[src/rtl/dmem_copy_engine_if.sv]
// dmem_copy_engine_if
//
// Purpose: single-port synchronous data-memory bus between the copy engine
// (master) and the data memory (slave).
//
// Signals:
//   mem_address  - word address, driven by the master
//   mem_data_in  - write data, driven by the master
//   mem_write_en - write enable, driven by the master
//   mem_data_out - registered read data from the memory, valid one cycle
//                  after its address was presented
//
// Modports:
//   master - the copy engine
//   slave  - the memory

interface dmem_copy_engine_if #(
    parameter int unsigned ADDR_W = 8,
    parameter int unsigned DATA_W = 64
);
    logic [ADDR_W-1:0] mem_address;
    logic [DATA_W-1:0] mem_data_in;
    logic              mem_write_en;
    logic [DATA_W-1:0] mem_data_out;

    modport master (
        output mem_address,
        output mem_data_in,
        output mem_write_en,
        input  mem_data_out
    );

    modport slave (
        input  mem_address,
        input  mem_data_in,
        input  mem_write_en,
        output mem_data_out
    );
endinterface

[src/rtl/dmem_copy_engine.sv]
// dmem_copy_engine
//
// Purpose: single-channel block-copy initiator. On an accepted start it
// copies len words from src_addr upward to dst_addr upward through the
// single data-memory port, one word every two cycles (RD then WR), and
// pulses done for one cycle at the end. Addresses wrap modulo 2^ADDR_W and
// the copy is strictly forward, so overlapping ranges with dst > src
// propagate already-written words.
//
// Ports:
//   clk      - clock, rising edge
//   reset    - asynchronous, active-high reset
//   start    - command strobe, sampled only in IDLE
//   src_addr - first source word address (latched on accepted start)
//   dst_addr - first destination word address (latched on accepted start)
//   len      - word count 0..2^ADDR_W (latched on accepted start)
//   busy     - high while reading/writing
//   done     - one-cycle completion pulse
//   checksum - running sum of copied words (0 unless built with checksum)
//   mem      - memory bus, master side
//
// Build option:
//   DMEM_COPY_CHECKSUM_EN - when defined, checksum accumulates every word
//   written, clears on an accepted start and holds after done. When not
//   defined, no accumulator is built and checksum is tied to zero.

module dmem_copy_engine #(
    parameter int unsigned ADDR_W = 8,
    parameter int unsigned DATA_W = 64
) (
    input  logic                clk,
    input  logic                reset,
    input  logic                start,
    input  logic [ADDR_W-1:0]   src_addr,
    input  logic [ADDR_W-1:0]   dst_addr,
    input  logic [ADDR_W:0]     len,
    output logic                busy,
    output logic                done,
    output logic [DATA_W-1:0]   checksum,
    dmem_copy_engine_if.master  mem
);

    typedef enum logic [1:0] {
        StIdle,
        StRd,
        StWr,
        StDone
    } state_e;

    localparam logic [ADDR_W:0] LenOne  = {{ADDR_W{1'b0}}, 1'b1};
    localparam logic [ADDR_W:0] LenZero = '0;

    state_e            state_q, state_d;
    logic [ADDR_W-1:0] src_q, src_d;
    logic [ADDR_W-1:0] dst_q, dst_d;
    logic [ADDR_W:0]   len_q, len_d;
    logic [ADDR_W-1:0] idx_q, idx_d;

    // One bit wider than the index so i+1 == len works for len = 2^ADDR_W.
    logic [ADDR_W:0]   idx_next;

    assign idx_next = {1'b0, idx_q} + LenOne;

    always_ff @(posedge clk or posedge reset) begin
        if (reset) begin
            state_q <= StIdle;
            src_q   <= '0;
            dst_q   <= '0;
            len_q   <= '0;
            idx_q   <= '0;
        end else begin
            state_q <= state_d;
            src_q   <= src_d;
            dst_q   <= dst_d;
            len_q   <= len_d;
            idx_q   <= idx_d;
        end
    end

    // Next-state logic.
    always_comb begin
        state_d = state_q;
        src_d   = src_q;
        dst_d   = dst_q;
        len_d   = len_q;
        idx_d   = idx_q;
        unique case (state_q)
            StIdle: begin
                if (start) begin
                    if (len != LenZero) begin
                        src_d   = src_addr;
                        dst_d   = dst_addr;
                        len_d   = len;
                        idx_d   = '0;
                        state_d = StRd;
                    end else begin
                        state_d = StDone;
                    end
                end
            end
            StRd: begin
                state_d = StWr;
            end
            StWr: begin
                if (idx_next == len_q) begin
                    state_d = StDone;
                end else begin
                    idx_d   = idx_next[ADDR_W-1:0];
                    state_d = StRd;
                end
            end
            StDone: begin
                state_d = StIdle;
            end
            default: begin
                state_d = StIdle;
            end
        endcase
    end

    // Outputs decode from registered state only; the one combinational path
    // from the memory is read data forwarded to write data during WR.
    always_comb begin
        busy             = 1'b0;
        done             = 1'b0;
        mem.mem_address  = '0;
        mem.mem_data_in  = '0;
        mem.mem_write_en = 1'b0;
        unique case (state_q)
            StRd: begin
                busy            = 1'b1;
                mem.mem_address = src_q + idx_q;
            end
            StWr: begin
                busy             = 1'b1;
                mem.mem_address  = dst_q + idx_q;
                mem.mem_data_in  = mem.mem_data_out;
                mem.mem_write_en = 1'b1;
            end
            StDone: begin
                done = 1'b1;
            end
            default: begin
            end
        endcase
    end

`ifdef DMEM_COPY_CHECKSUM_EN
    logic [DATA_W-1:0] sum_q;

    always_ff @(posedge clk or posedge reset) begin
        if (reset) begin
            sum_q <= '0;
        end else if (state_q == StIdle && start) begin
            sum_q <= '0;
        end else if (state_q == StWr) begin
            sum_q <= sum_q + mem.mem_data_out;
        end
    end

    assign checksum = sum_q;
`else
    assign checksum = '0;
`endif

endmodule

[src/flat_wrapper.sv]
// flat-port wrapper written by rule: the top's interface ports become plain ports
module dmem_copy_engine_flat 
#(
    parameter int unsigned ADDR_W = 8,
    parameter int unsigned DATA_W = 64
)
  (clk, reset, start, src_addr, dst_addr, len, busy, done, checksum, mem_mem_address, mem_mem_data_in, mem_mem_write_en, mem_mem_data_out);
  dmem_copy_engine_if #(.ADDR_W(ADDR_W), .DATA_W(DATA_W)) mem_i ();
  input  logic clk;
  input  logic reset;
  input  logic start;
  input  logic [ADDR_W-1:0] src_addr;
  input  logic [ADDR_W-1:0] dst_addr;
  input  logic [ADDR_W:0] len;
  output logic busy;
  output logic done;
  output logic [DATA_W-1:0] checksum;
  output wire logic [$bits(mem_i.mem_address)-1:0] mem_mem_address;
  output wire logic [$bits(mem_i.mem_data_in)-1:0] mem_mem_data_in;
  output wire logic [$bits(mem_i.mem_write_en)-1:0] mem_mem_write_en;
  input wire logic [$bits(mem_i.mem_data_out)-1:0] mem_mem_data_out;
  assign mem_mem_address = mem_i.mem_address;
  assign mem_mem_data_in = mem_i.mem_data_in;
  assign mem_mem_write_en = mem_i.mem_write_en;
  assign mem_i.mem_data_out = mem_mem_data_out;
  dmem_copy_engine #(.ADDR_W(ADDR_W), .DATA_W(DATA_W)) u_core (.clk(clk), .reset(reset), .start(start), .src_addr(src_addr), .dst_addr(dst_addr), .len(len), .busy(busy), .done(done), .checksum(checksum), .mem(mem_i));
endmodule
[config.mk]
export PLATFORM = sky130hd
export DESIGN_NAME = dmem_copy_engine_flat
export DESIGN_NICKNAME = d
export VERILOG_FILES = /design/src/rtl/dmem_copy_engine_if.sv /design/src/rtl/dmem_copy_engine.sv /design/src/flat_wrapper.sv
export SDC_FILE = /design/constraint.sdc
export NUM_CORES = 1
export LEC_CHECK = 0
export ABC_CLOCK_PERIOD_IN_PS = 8500
export CELL_PAD_IN_SITES_DETAIL_PLACEMENT = 0
export CELL_PAD_IN_SITES_GLOBAL_PLACEMENT = 1
export CORE_UTILIZATION = 26
export CTS_CLUSTER_DIAMETER = 80
export DETAILED_ROUTE_END_ITERATION = 16
export GPL_TIMING_DRIVEN = 0
export PLACE_DENSITY_LB_ADDON = 0.08
export RECOVER_POWER = 50
export SYNTH_ARGS = -nofsm -noshare
export SYNTH_HDL_FRONTEND = slang
export SYNTH_SLANG_ARGS = --single-unit
[constraint.sdc]
create_clock -name clk -period 8.5 [get_ports clk]
set_input_delay 0.85 -clock clk [delete_from_list [all_inputs] [get_ports clk]]
set_output_delay 0.85 -clock clk [all_outputs]
set_load 0.01 [all_outputs]
# Word level (Yosys, flattened, before mapping)
# Index checks and enable logic that the tools add are counted.
[classes] addsub=3 eq_ne=7 mux=13 n_reduce_logical=6
[ops] op="64-bit two-way mux" count=1
[ops] op="8-bit case mux with 2 select lines" count=2
[ops] op="8-bit two-way mux" count=3
[ops] op="8-bit adder" count=2
[ops] op="8-bit by 1-bit adder with 9-bit output, second input constant" count=1
[ops] op="9-bit equality test" count=1
[ops] op="9-bit nonzero test" count=1
[ops] op="2-bit case mux with 4 select lines" count=1
[ops] op="2-bit two-way mux" count=3
[ops] op="2-bit equality test, second input constant" count=2
[ops] op="2-bit != test, second input constant" count=2
[ops] op="4-bit AND reduction" count=1
[ops] op="1-bit two-way mux" count=3
[ops] op="3-bit AND reduction" count=1
[ops] op="2-bit by 1-bit equality test with 1-bit output, second input constant" count=1
[ops] op="2-bit zero test" count=1
[ops] op="2-bit by 1-bit != test with 1-bit output, second input constant" count=1
[ops] op="2-bit nonzero test" count=1
[ops] op="2-bit OR reduction" count=1
[word_totals] register_bits=35 out_inout_bits=139 wordCells=34

# Logic depth before layout (Yosys ltp)
# Gate-level depths: netlist (run 1).
[depth] depth_word=4 mapped_depth=15 ltp_nobuf=13

# Least setup slack after synthesis (run 1)
# No wires, ideal clock.
[synth_path] path_type="register -> output" startpoint="register u_core.state_q[0]" endpoint="output port mem_mem_address[7]" t_arrival_ns=3.138 slack_ns=4.512 stages_incl_launch_ff=14 n_path_buf=2 path_cell_list="dfrtp_1 -> inv_1 -> ha_1 -> clkbuf_1 -> clkbuf_1 -> mux2_2 -> ha_1 -> a21o_1 -> a21oi_1 -> nor2b_1 -> o21a_1 -> o41a_1 -> xnor2_1 -> and2_1"
[synth_via] elab_chain_len=2
[synth_lines] element="start: declaration" line_no="dmem_copy_engine.sv:53" source="state_e state_q, state_d;"
[synth_lines] element="start signal: assignment" line_no="dmem_copy_engine.sv:66" source="state_q <= StIdle;"
[synth_lines] element="start signal: assignment" line_no="dmem_copy_engine.sv:72" source="state_q <= state_d;"
[synth_lines] element="2-bit equality test / 2-bit by 1-bit equality test with 1-bit output (equally long branches)" line_no="dmem_copy_engine.sv:129" source="unique case (state_q)"
[synth_lines] element="8-bit case mux with 2 select lines *" line_no="dmem_copy_engine.sv:129"
[synth_lines] element="end: declaration" line_no="flat_wrapper.sv:18" source="output wire logic [$bits(mem_i.mem_address)-1:0] mem_mem_address;"
# Every way passes the cells marked *; elsewhere a longest branch is shown, timed or not.

# Worst setup path after layout (run 1)
# Ends and elaborated chain as after synthesis.

==> metrics.csv, run 1 <==
stage,metric,value,unit
timing,worst_slew_pin_slew,1.38,ns
synthesis,synth-main-ff-cell,dfrtp_1,
route,dr.pass1.iters,4,
power_and_ir_drop,ir_drop,0.106,mV
global_route,grt_overflow_total,0,
worst_setup_path,critPathTopFamily,buffers and inverters,
route,drtAntennaViolNets,0,
synthesis,synth.avg_cell_area,9.24,um^2
die,core,0.0120,mm^2
power_and_ir_drop,leakagePower,2.39,nW
synthesis,syn_area,0.00318,mm^2
worst_setup_path,cp.required,7.65,ns
worst_setup_path,critPathArrivalTime,4.56,ns
timing,setup_violations,0,
clock_network,cts_tree,built,
synthesis,seq_area_frac_synth,27.6,%
die,die_h,113,um
route,drc,0,
clock_network,cts_resized,0,
placement,globalplace.congestion,0.779,
timing,slew_headroom,8.11,%
worst_setup_path,critPathKind,flop to output port,
worst_setup_path,crit_buf_inv,4,
layout,fillers,1173,
worst_setup_path,reg2reg_depth,8,
hold_path,hold_path_depth,1,
outcome,outcome,"finished, final reports clean",
timing,finalClockSkew,0.00227,ns
timing,final_hold_viol_count,0,
timing,period_minus_slack,5.41,ns
clock_network,insertion_delay,0.28,ns
die,rows,40,
synthesis,synthTopCellsByArea,"dfrtp_1 28%, buf_4 15%, and2_1 14%, mux2_2 11%, ha_1 4.7%",
timing,drv_slew,0,
global_route,grt_max_degree,36,
timing,max_freq,185,MHz
route,wl,8930,um
placement,io_buffers,166,
worst_setup_path,worstSetupEndpointType,output port,
route,routed_via_density,4.01,
layout,finalNetCount,685,
global_route,first_global_vias,2654,
layout,final_util,45.2,%
timing,hold-worst-slack,0.501,ns
global_route,antenna_found_initial,0,
clock_network,htreeDepth,2,
worst_setup_path,worst-path-max-fanout,10,
clock_network,numCtsBuffers,5,
synthesis,synth_edf_count,0,
timing,tns,0,ns
worst_setup_path,r2r-end,u_core.idx_q[5],
die,pin_count,231,
worst_setup_path,max_stage_delay,0.56,ns
layout,seq_area,876,um^2
synthesis,synthCells,344,
synthesis,yosysWarnings,0,
global_route,grt_first_pass_wirelength,13900,um
clock_network,root_buffer,clkbuf_16,
worst_setup_path,r2r-start,u_core.idx_q[0],
run,cap_violations,0,
hold_path,hp-class,flop to flop,
clock_network,postCtsHoldBufs,0,
synthesis,synth_largest_area_cell,dfrtp_1,
clock_network,path_clk_slew,0.06,ns
worst_setup_path,slowest_stage,clkbuf_1,
worst_setup_path,r2r_slack,5.46,ns
die,dieArea,0.0127,mm^2
clock_network,cts.sinks,35,
worst_setup_path,critPathLaunchType,flop,
die,start_util,26.6,%
clock_network,clk_path_buf_depth,2,
route,wl_per_cell,12.3,um
clock_network,post_cts_buffers,0,
timing,finalCritPeriodShare,63.6,%
synthesis,synthArstFlopShare,100,%
global_route,grtUsageTotal,14.0,%
layout,diodes,0,
route,drt_iter0_drc,81,
die,fp.dieW,113,um
worst_setup_path,crit_chain,inv_1 -> ha_1 -> clkbuf_1 -> clkbuf_1 -> mux2_2 -> ha_1 -> a21o_1 -> a21oi_1 -> nor2b_1 -> o21a_1 -> o41a_1 -> xnor2_1 -> and2_1 -> clkdlybuf4s50_1,
hold_path,min_to,u_core.dst_q[3],
route,via_count,2922,
synthesis,ys_seq_elements,35,
timing,rsz0062_at_grt,no,
layout,area_growth,70.0,%
layout,drive_gt1_share,19.6,%
synthesis,synth_top_area_share,27.6,%
placement,dp_hpwl,7400,um
layout,final_cells,728,
placement,numPlacedInstances,720,
synthesis,synth_cell_types,51,
hold_path,min-delay-start,u_core.dst_q[3],
power_and_ir_drop,power.density,278,mW/mm^2
layout,multiInputGateArea,0.00194,mm^2
==> flip-flops by register name, summed over array words and instances, names as in the netlist <==
name	count
u_core.src_q	8
u_core.dst_q	8
u_core.state_q	2
u_core.idx_q	8
u_core.len_q	9
==> worst max-delay path by stage <==
stage                                  from                 end  slack, ns  cells after the start
final                     u_core.state_q[0]  mem_mem_address[7]       3.09                     14
after global routing      u_core.state_q[0]  mem_mem_address[7]       2.76                     14
after CTS                 u_core.state_q[0]  mem_mem_address[7]       2.94                     14
after detailed placement  u_core.state_q[0]  mem_mem_address[7]       3.26                     14
after global placement    u_core.state_q[0]  mem_mem_address[7]       3.29                     14
after floorplan           u_core.state_q[0]  mem_mem_address[7]       4.51                     13
==> where the power goes <==
part / internal (mW) / switching, mW
registers: 0.245 / 0.0675
logic: 0.549 / 0.426
clock network: 0.138 / 0.0746
total: 0.933 / 0.568
==> cells in the mapped netlist, drive strengths merged, types with 2 or more instances <==
cell type  instances
nor2b              7
o211ai             7
o21ai              8
mux2              32
o22ai              2
a21o               2
or4b               3
xnor2              7
dfrtp             35
nor2               8
buf               68
xor2               5
a21oi              4
inv                7
or3                2
clkbuf            11
nand2b             4
nand2             15
nand4              2
o21a               2
nor3               6
ha                12
and2              71
a31oi              2
a211oi             2
nand3              5
==> cells in the final DEF, fill, tap and decap left out, drive strengths merged, types with 3 or more instances in the layout <==
cell type      count
xor2               5
and2              71
dfrtp             35
nor3               6
o211ai             7
or4b               3
nor2b              7
buf               67
inv                7
conb              64
xnor2              7
mux2              32
clkdlybuf4s50    161
ha                12
o21ai              8
a21oi              4
nand2             15
nand3              5
nand2b             4
nor2               8
clkbuf            17
dlygate4sd3        5
==> stage by stage <==
| stage | power, mW | setup slack (ns) | instance area [um^2] |
|---|---|---|---|
| 3_3_place_gp | 1.31 | 3.29 | 5260 |
| 6_report | 1.50 | 3.09 | 5400 |
| 5_1_grt | 1.63 | 2.76 | 5400 |
| 2_1_floorplan | 0.887 | 4.51 | 3410 |
| 3_5_place_dp | 1.33 | 3.26 | 5260 |
| 4_1_cts | 1.55 | 2.94 | 5430 |
==> per-layer routing <==
metal | GRT usage (%) | share of wire [%]
met5 | 0 | 0
met4 | 4.09 | 1.7
met3 | 2.75 | 5.3
met2 | 25.5 | 52
met1 | 16.6 | 41
==> kinds of logic after synthesis <==
logic type | after synthesis | share of synthesized area, %
mux | 33 | 11.7
xor+xnor | 12 | 3.31
other cells | 1 | 0.118
compound gates | 36 | 9.13
fa+ha+maj | 13 | 5.35
flops | 35 | 27.6
buf+inv | 86 | 18.1
simple gates | 128 | 24.7
==> final cells by class <==
cell class | count | area share (%)
Sequential cell | 35 | 16.2
Buffer | 79 | 10.1
Clock buffer | 5 | 2.32
Timing Repair Buffer | 166 | 30.8
Clock inverter | 3 | 0.811
Tap cell | 147 | 3.41
Multi-Input combinational cell | 286 | 36.0
Inverter | 7 | 0.486
(Power assumes the default switching activity.)
==> inputs of run 2 (changes only) <==
Settings changed: ABC_CLOCK_PERIOD_IN_PS 8500 to 4600, CORE_UTILIZATION 26 to 22.
Clock period 8.5 ns to 4.6 ns, I/O delays scaled along.
==> run 2 against run 1 <==
Net effect: clock power increased by 58%; critical path depth did not move; non-clock buffer count unchanged; cell area up 0.58%; die area is 18% higher; first-iteration DRC count fell by 57%; global-route usage shrank 1.3 points; core utilization down 6.3 points; register-to-register slack lost 3.9 ns; critical path type unchanged; critical endpoint unchanged.
==> metrics.csv, run 2 (same netlist as run 1, synthesis figures left out) <==
stage,metric,value,unit,change
layout,mostFrequentLayoutCell,clkdlybuf4s50_1,,unchanged
layout,diodes,0,,unchanged
timing,slew_headroom,8.00,%,was 8.11%
layout,final_area,0.00543,mm^2,was 0.00540 mm^2
route,wl_per_cell,12.6,um,was 12.3 um
route,wl_met1,3930,um,was 3650 um
layout,drive_gt1_share,20.0,%,was 19.6%
placement,postPlaceCellArea,0.00530,mm^2,was 0.00526 mm^2
route,drc,0,,unchanged
die,die_h,122,um,was 113 um
clock_network,cts.sinks,35,,unchanged
layout,finalNetCount,685,,unchanged
worst_setup_path,critPathArrivalTime,3.87,ns,was 4.56 ns
worst_setup_path,worstSetupEndpointType,output port,,unchanged
layout,final_cells,760,,was 728
timing,worst_slew_pin_slew,1.38,ns,about the same
hold_path,hp-class,flop to flop,,unchanged
run,cap_violations,0,,unchanged
die,start_util,22.7,%,was 26.6%
route,drtAntennaViolNets,0,,unchanged
power_and_ir_drop,ir_drop,0.187,mV,was 0.106 mV
layout,final_util,38.8,%,was 45.2%
clock_network,root_buffer,clkbuf_16,,unchanged
die,fp.dieW,122,um,was 113 um
timing,setup_violations,0,,unchanged
timing,max_freq,231,MHz,
global_route,antenna_found_initial,0,,unchanged
route,via_count,2947,,was 2922
timing,period_minus_slack,4.33,ns,
placement,numPlacedInstances,753,,was 720
clock_network,cts_tree,built,,unchanged
clock_network,htreeDepth,2,,unchanged
timing,finalCritPeriodShare,94.2,%,
worst_setup_path,critPathLaunchType,flop,,unchanged
global_route,grt_max_degree,36,,unchanged
route,highest_layer,met4,,unchanged
global_route,grt_overflow_total,0,,unchanged
worst_setup_path,crit_chain,inv_1 -> ha_4 -> clkbuf_4 -> buf_4 -> mux2_2 -> ha_1 -> a21o_1 -> a21oi_1 -> nor2b_1 -> o21a_1 -> o41a_1 -> xnor2_1 -> and2_1 -> clkdlybuf4s50_1,,was inv_1 -> ha_1 -> clkbuf_1 -> clkbuf_1 -> mux2_2 -> ha_1 -> a21o_1 -> a21oi_1 -> nor2b_1 -> o21a_1 -> o41a_1 -> xnor2_1 -> and2_1 -> clkdlybuf4s50_1
worst_setup_path,worst-path-max-fanout,10,,unchanged
route,drt_iter0_drc,35,,was 81
layout,largest_register,u_core.len_q,,unchanged
global_route,grt_first_pass_wirelength,14600,um,was 13900 um
route,routed_via_density,3.88,,was 4.01
placement,globalplace.congestion,0.753,,was 0.779
outcome,outcome,"finished, final reports clean",,unchanged
timing,drv_slew,0,,unchanged
power_and_ir_drop,leakagePower,2.38,nW,was 2.39 nW
timing,hold-worst-slack,0.500,ns,was 0.501 ns
clock_network,path_clk_slew,0.06,ns,about the same
die,dieArea,0.0149,mm^2,was 0.0127 mm^2
worst_setup_path,max_stage_delay,0.53,ns,was 0.56 ns
route,wl_met2,4860,um,was 4650 um
worst_setup_path,critPathKind,flop to output port,,unchanged
timing,rsz0062_at_grt,no,,unchanged
timing,finalClockSkew,0.00418,ns,was 0.00227 ns
route,wl,9600,um,was 8930 um
clock_network,clk_path_buf_depth,2,,unchanged
route,dr.pass1.iters,4,,unchanged
power_and_ir_drop,power.density,507,mW/mm^2,was 278 mW/mm^2
timing,final_hold_viol_count,0,,unchanged
layout,area_growth,70.9,%,was 70.0%
clock_network,numCtsBuffers,5,,unchanged
die,core,0.0140,mm^2,was 0.0120 mm^2
clock_network,post_cts_buffers,0,,unchanged
worst_setup_path,slowest_stage,clkdlybuf4s50_1,,was clkbuf_1
global_route,first_global_vias,2701,,was 2654
clock_network,insertion_delay,0.28,ns,about the same
die,pin_count,231,,unchanged
die,rows,43,,was 40
route,wl_met3,606,um,was 474 um
placement,dp_hpwl,7980,um,was 7400 um
global_route,grtUsageTotal,12.7,%,was 14.0%
worst_setup_path,cp.required,4.14,ns,was 7.65 ns
placement,io_buffers,166,,unchanged
layout,largest_reg_flops,9,,unchanged
layout,final_cell_mix,"162 x clkdlybuf4s50_1, 70 x and2_1, 66 x buf_4",,"was 161 x clkdlybuf4s50_1, 71 x and2_1, 65 x buf_4"
-- run 2: changes by cell type in the layout (fill, tap and decap cells not counted), sizes merged --
cell / change
clkinv: -1
clkdlybuf4s50: +1
bufinv: -1
dlygate4sd3: -1
buf: +1
-- run 2: timing repair --
item | 4_1_cts | 5_1_grt
endpoints found under the hold margin | 0 | 0
cloned | 0 | 0
resized for setup | 5 | 2
hold buffers | 0 | 0
endpoints found under the setup margin | 4 | 2
-- run 2: per-stage QoR --
step	TNS [ns]	power [mW]	worst slack, ns
after global placement	-0.379	2.46	-0.257
after detailed placement	-0.386	2.48	-0.258
after global routing	0	2.99	0.00250
after floorplan	0	1.64	1.00
after CTS	0	2.84	0.0587
final	0	2.76	0.267
-- run 2: cell type report --
class	instances	area [um^2]
Inverter	7	26.3
Clock inverter	1	5.00
Multi-Input combinational cell	286	1950
Clock buffer	6	139
Timing Repair Buffer	166	1660
Tap cell	180	225
Fill cell	1449	8560
Sequential cell	35	876
Buffer	79	551
-- run 2: layer usage --
layer,up-vias,track usage [%]
li1,1496,-
met1,1329,15.0
met2,104,22.7
met3,18,2.43
met4,0,4.57
met5,-,0
-- run 2: final timing paths --
kind | startpoint | endpoint | slack [ns] | cells past startpoint
setup / recovery | u_core.state_q[0] | mem_mem_address[7] | 0.27 | 14
min in group asynchronous | reset | u_core.dst_q[4] | 1.02 | 2
hold / removal | u_core.dst_q[6] | u_core.dst_q[6] | 0.50 | 1
hold reg to reg | u_core.dst_q[6] | u_core.dst_q[6] | 0.50 | 1
max in group asynchronous | reset | u_core.len_q[5] | 2.77 | 2
setup reg to reg | u_core.idx_q[0] | u_core.idx_q[1] | 1.52 | 8
-- run 2: power breakdown --
part	switching [mW]	leakage (nW)	internal, mW
registers	0.130	0.429	0.453
logic	0.804	1.88	1.03
clock network	0.126	0.0727	0.211
total	1.06	2.38	1.70
-- run 2: critical path: cells and delay by family (launching register included) --
family	cells	cell delay (ns)
simple gates	2	0.21
mux	1	0.36
buf+inv	4	1.09
fa+ha+maj	2	0.41
flops	1	0.41
xor+xnor	1	0.18
compound gates	4	0.94
==> inputs of run 3 (changes only) <==
Settings changed: CTS_CLUSTER_SIZE set to 28, SLEW_MARGIN set to 20.
==> run 3 against run 2 <==
Net effect: clock-buffer cell count increased by 2; core utilization is 0.14 points higher; worst setup slack better by 0.045 ns; register-to-register slack worse by 0.02 ns; clock skew is 0.00073 ns lower; sequential power is essentially flat; via count grew 0.54%; die area unchanged; total power is 1.2% higher; largest power group unchanged; highest routed layer unchanged.
==> metrics.csv, run 3 (same netlist as run 1, synthesis figures left out) <==
stage,metric,value,unit,change
power_and_ir_drop,leakagePower,2.39,nW,was 2.38 nW
worst_setup_path,path_depth,14,,unchanged
layout,final_util,39.0,%,was 38.8%
layout,drive_gt1_share,19.9,%,was 20.0%
die,start_util,22.7,%,unchanged
hold_path,hold_path_depth,1,,unchanged
route,drc,0,,unchanged
power_and_ir_drop,power.density,511,mW/mm^2,was 507 mW/mm^2
worst_setup_path,crit_buf_inv,4,,unchanged
global_route,grt_max_degree,25,,was 36
timing,final_hold_viol_count,0,,unchanged
timing,finalClockSkew,0.00345,ns,was 0.00418 ns
layout,fillers,1452,,was 1449
route,drt_iter0_drc,70,,was 35
clock_network,clk_path_buf_depth,2,,unchanged
die,dieArea,0.0149,mm^2,unchanged
placement,io_buffers,166,,unchanged
timing,finalCritPeriodShare,93.2,%,was 94.2%
layout,area_growth,71.6,%,was 70.9%
clock_network,cts.sinks,35,,unchanged
timing,period_minus_slack,4.29,ns,was 4.33 ns
clock_network,numCtsBuffers,5,,unchanged
clock_network,htreeDepth,2,,unchanged
timing,tns,0,ns,unchanged
layout,largest_register,u_core.len_q,,unchanged
layout,finalNetCount,686,,was 685
global_route,grt_overflow_total,0,,unchanged
outcome,outcome,"finished, final reports clean",,unchanged
placement,numPlacedInstances,754,,was 753
timing,rsz0062_at_grt,no,,unchanged
route,routed_via_density,3.89,,was 3.88
worst_setup_path,reg2reg_depth,8,,unchanged
route,via_count,2963,,was 2947
worst_setup_path,critPathKind,flop to output port,,unchanged
power_and_ir_drop,ir_drop,0.173,mV,was 0.187 mV
hold_path,hp-class,flop to flop,,unchanged
timing,setup_violations,0,,unchanged
global_route,grtUsageTotal,13.0,%,was 12.7%
layout,final_cells,762,,was 760
layout,mostFrequentLayoutCell,clkdlybuf4s50_1,,unchanged
worst_setup_path,crit_chain,inv_1 -> ha_4 -> clkbuf_4 -> buf_6 -> mux2_2 -> ha_1 -> a21o_1 -> a21oi_1 -> nor2b_1 -> o21a_1 -> o41a_1 -> xnor2_1 -> and2_1 -> clkdlybuf4s50_1,,was inv_1 -> ha_4 -> clkbuf_4 -> buf_4 -> mux2_2 -> ha_1 -> a21o_1 -> a21oi_1 -> nor2b_1 -> o21a_1 -> o41a_1 -> xnor2_1 -> and2_1 -> clkdlybuf4s50_1
die,fp.dieW,122,um,unchanged
layout,final_cell_mix,"162 x clkdlybuf4s50_1, 70 x and2_1, 65 x buf_4",,"was 162 x clkdlybuf4s50_1, 70 x and2_1, 66 x buf_4"
placement,dp_hpwl,8130,um,was 7980 um
clock_network,insertion_delay,0.28,ns,about the same
route,dr.pass1.iters,4,,unchanged
placement,globalplace.congestion,0.753,,unchanged
worst_setup_path,critPathArrivalTime,3.83,ns,was 3.87 ns
timing,slew_headroom,9.10,%,was 8.00%
route,drtAntennaViolNets,0,,unchanged
die,die_h,122,um,unchanged
worst_setup_path,critPathLaunchType,flop,,unchanged
timing,max_freq,233,MHz,was 231 MHz
worst_setup_path,slowest_stage,clkdlybuf4s50_1,,unchanged
layout,seq_area,876,um^2,unchanged
worst_setup_path,worstSetupEndpointType,output port,,unchanged
route,wl,9740,um,was 9600 um
route,wl_per_cell,12.8,um,was 12.6 um
layout,largest_reg_flops,9,,unchanged
global_route,antenna_found_initial,0,,unchanged
clock_network,post_cts_buffers,0,,unchanged
clock_network,cts_tree,built,,unchanged
timing,hold-worst-slack,0.500,ns,about the same
global_route,first_global_vias,2771,,was 2701
clock_network,postCtsHoldBufs,0,,unchanged
die,pin_count,231,,unchanged
clock_network,root_buffer,clkbuf_16,,unchanged
timing,drv_slew,0,,unchanged
worst_setup_path,max_stage_delay,0.53,ns,about the same
worst_setup_path,critPathTopFamily,buffers and inverters,,unchanged
clock_network,path_clk_slew,0.05,ns,was 0.06 ns
die,core,0.0140,mm^2,unchanged
die,rows,43,,unchanged
worst_setup_path,worst-path-max-fanout,10,,unchanged
run,cap_violations,0,,unchanged
layout,diodes,0,,unchanged
worst_setup_path,cp.required,4.14,ns,about the same
global_route,grt_first_pass_wirelength,15000,um,was 14600 um
timing,worst_slew_pin_slew,1.36,ns,was 1.38 ns
layout,multiInputGateArea,0.00195,mm^2,unchanged
## run 3: changes by cell type in the layout (fill, tap and decap cells not counted)
| cell | change |
|---|---|
| buf_4 | -1 |
| buf_6 | +1 |
| clkbuf_1 | +2 |
| clkbuf_8 | +1 |
| clkinv_2 | -1 |
## run 3: cell type report
class | instances | area share, %
multi-input combinational | 286 | 35.8
timing repair buffer | 167 | 30.5
buffer | 79 | 10.2
sequential | 35 | 16.1
tap | 180 | 4.13
clock buffer | 8 | 2.87
inverter | 7 | 0.482
## run 3: where the power goes
group / internal (mW) / switching [mW] / leakage, nW
logic: 1.03 / 0.808 / 1.88
clock network: 0.231 / 0.129 / 0.0772
registers: 0.453 / 0.131 / 0.429
## run 3: metrics by stage
stage                     power, mW  setup WS, ns  cell area (um^2)
final                          2.79         0.312              5450
after global routing           3.02        0.0299              5450
after global placement         2.46        -0.257              5300
after CTS                      2.87       0.00697              5490
after detailed placement       2.48        -0.218              5320
after floorplan                1.64          1.00              3410
## run 3: path summary, 6_finish.rpt
check / startpoint / to / slack [ns]
worst min-delay path: u_core.dst_q[6] / u_core.dst_q[6] / 0.50
worst min register to register: u_core.dst_q[6] / u_core.dst_q[6] / 0.50
worst max register to register: u_core.idx_q[0] / u_core.idx_q[7] / 1.50
worst max-delay path: u_core.state_q[0] / mem_mem_address[7] / 0.31
min in group asynchronous: reset / u_core.src_q[2] / 0.63
max in group asynchronous: reset / u_core.len_q[0] / 2.36
## run 3: timing repair
action | 4_1_cts | 5_1_grt
gates resized for setup | 4 | 5
hold endpoints to repair | 0 | 0
endpoints found under the setup margin | 4 | 2
gates cloned | 0 | 0
## run 3: routing by layer
layer	part of all wire (%)	vias to the layer above	wire length, um	global-route usage, %
met5	0	-	0	0
met1	41	1350	3960	15.2
li1	-	1496	-	-
met4	1.5	0	148	2.74
met3	6.7	13	652	3.14
met2	51	104	4980	23.8
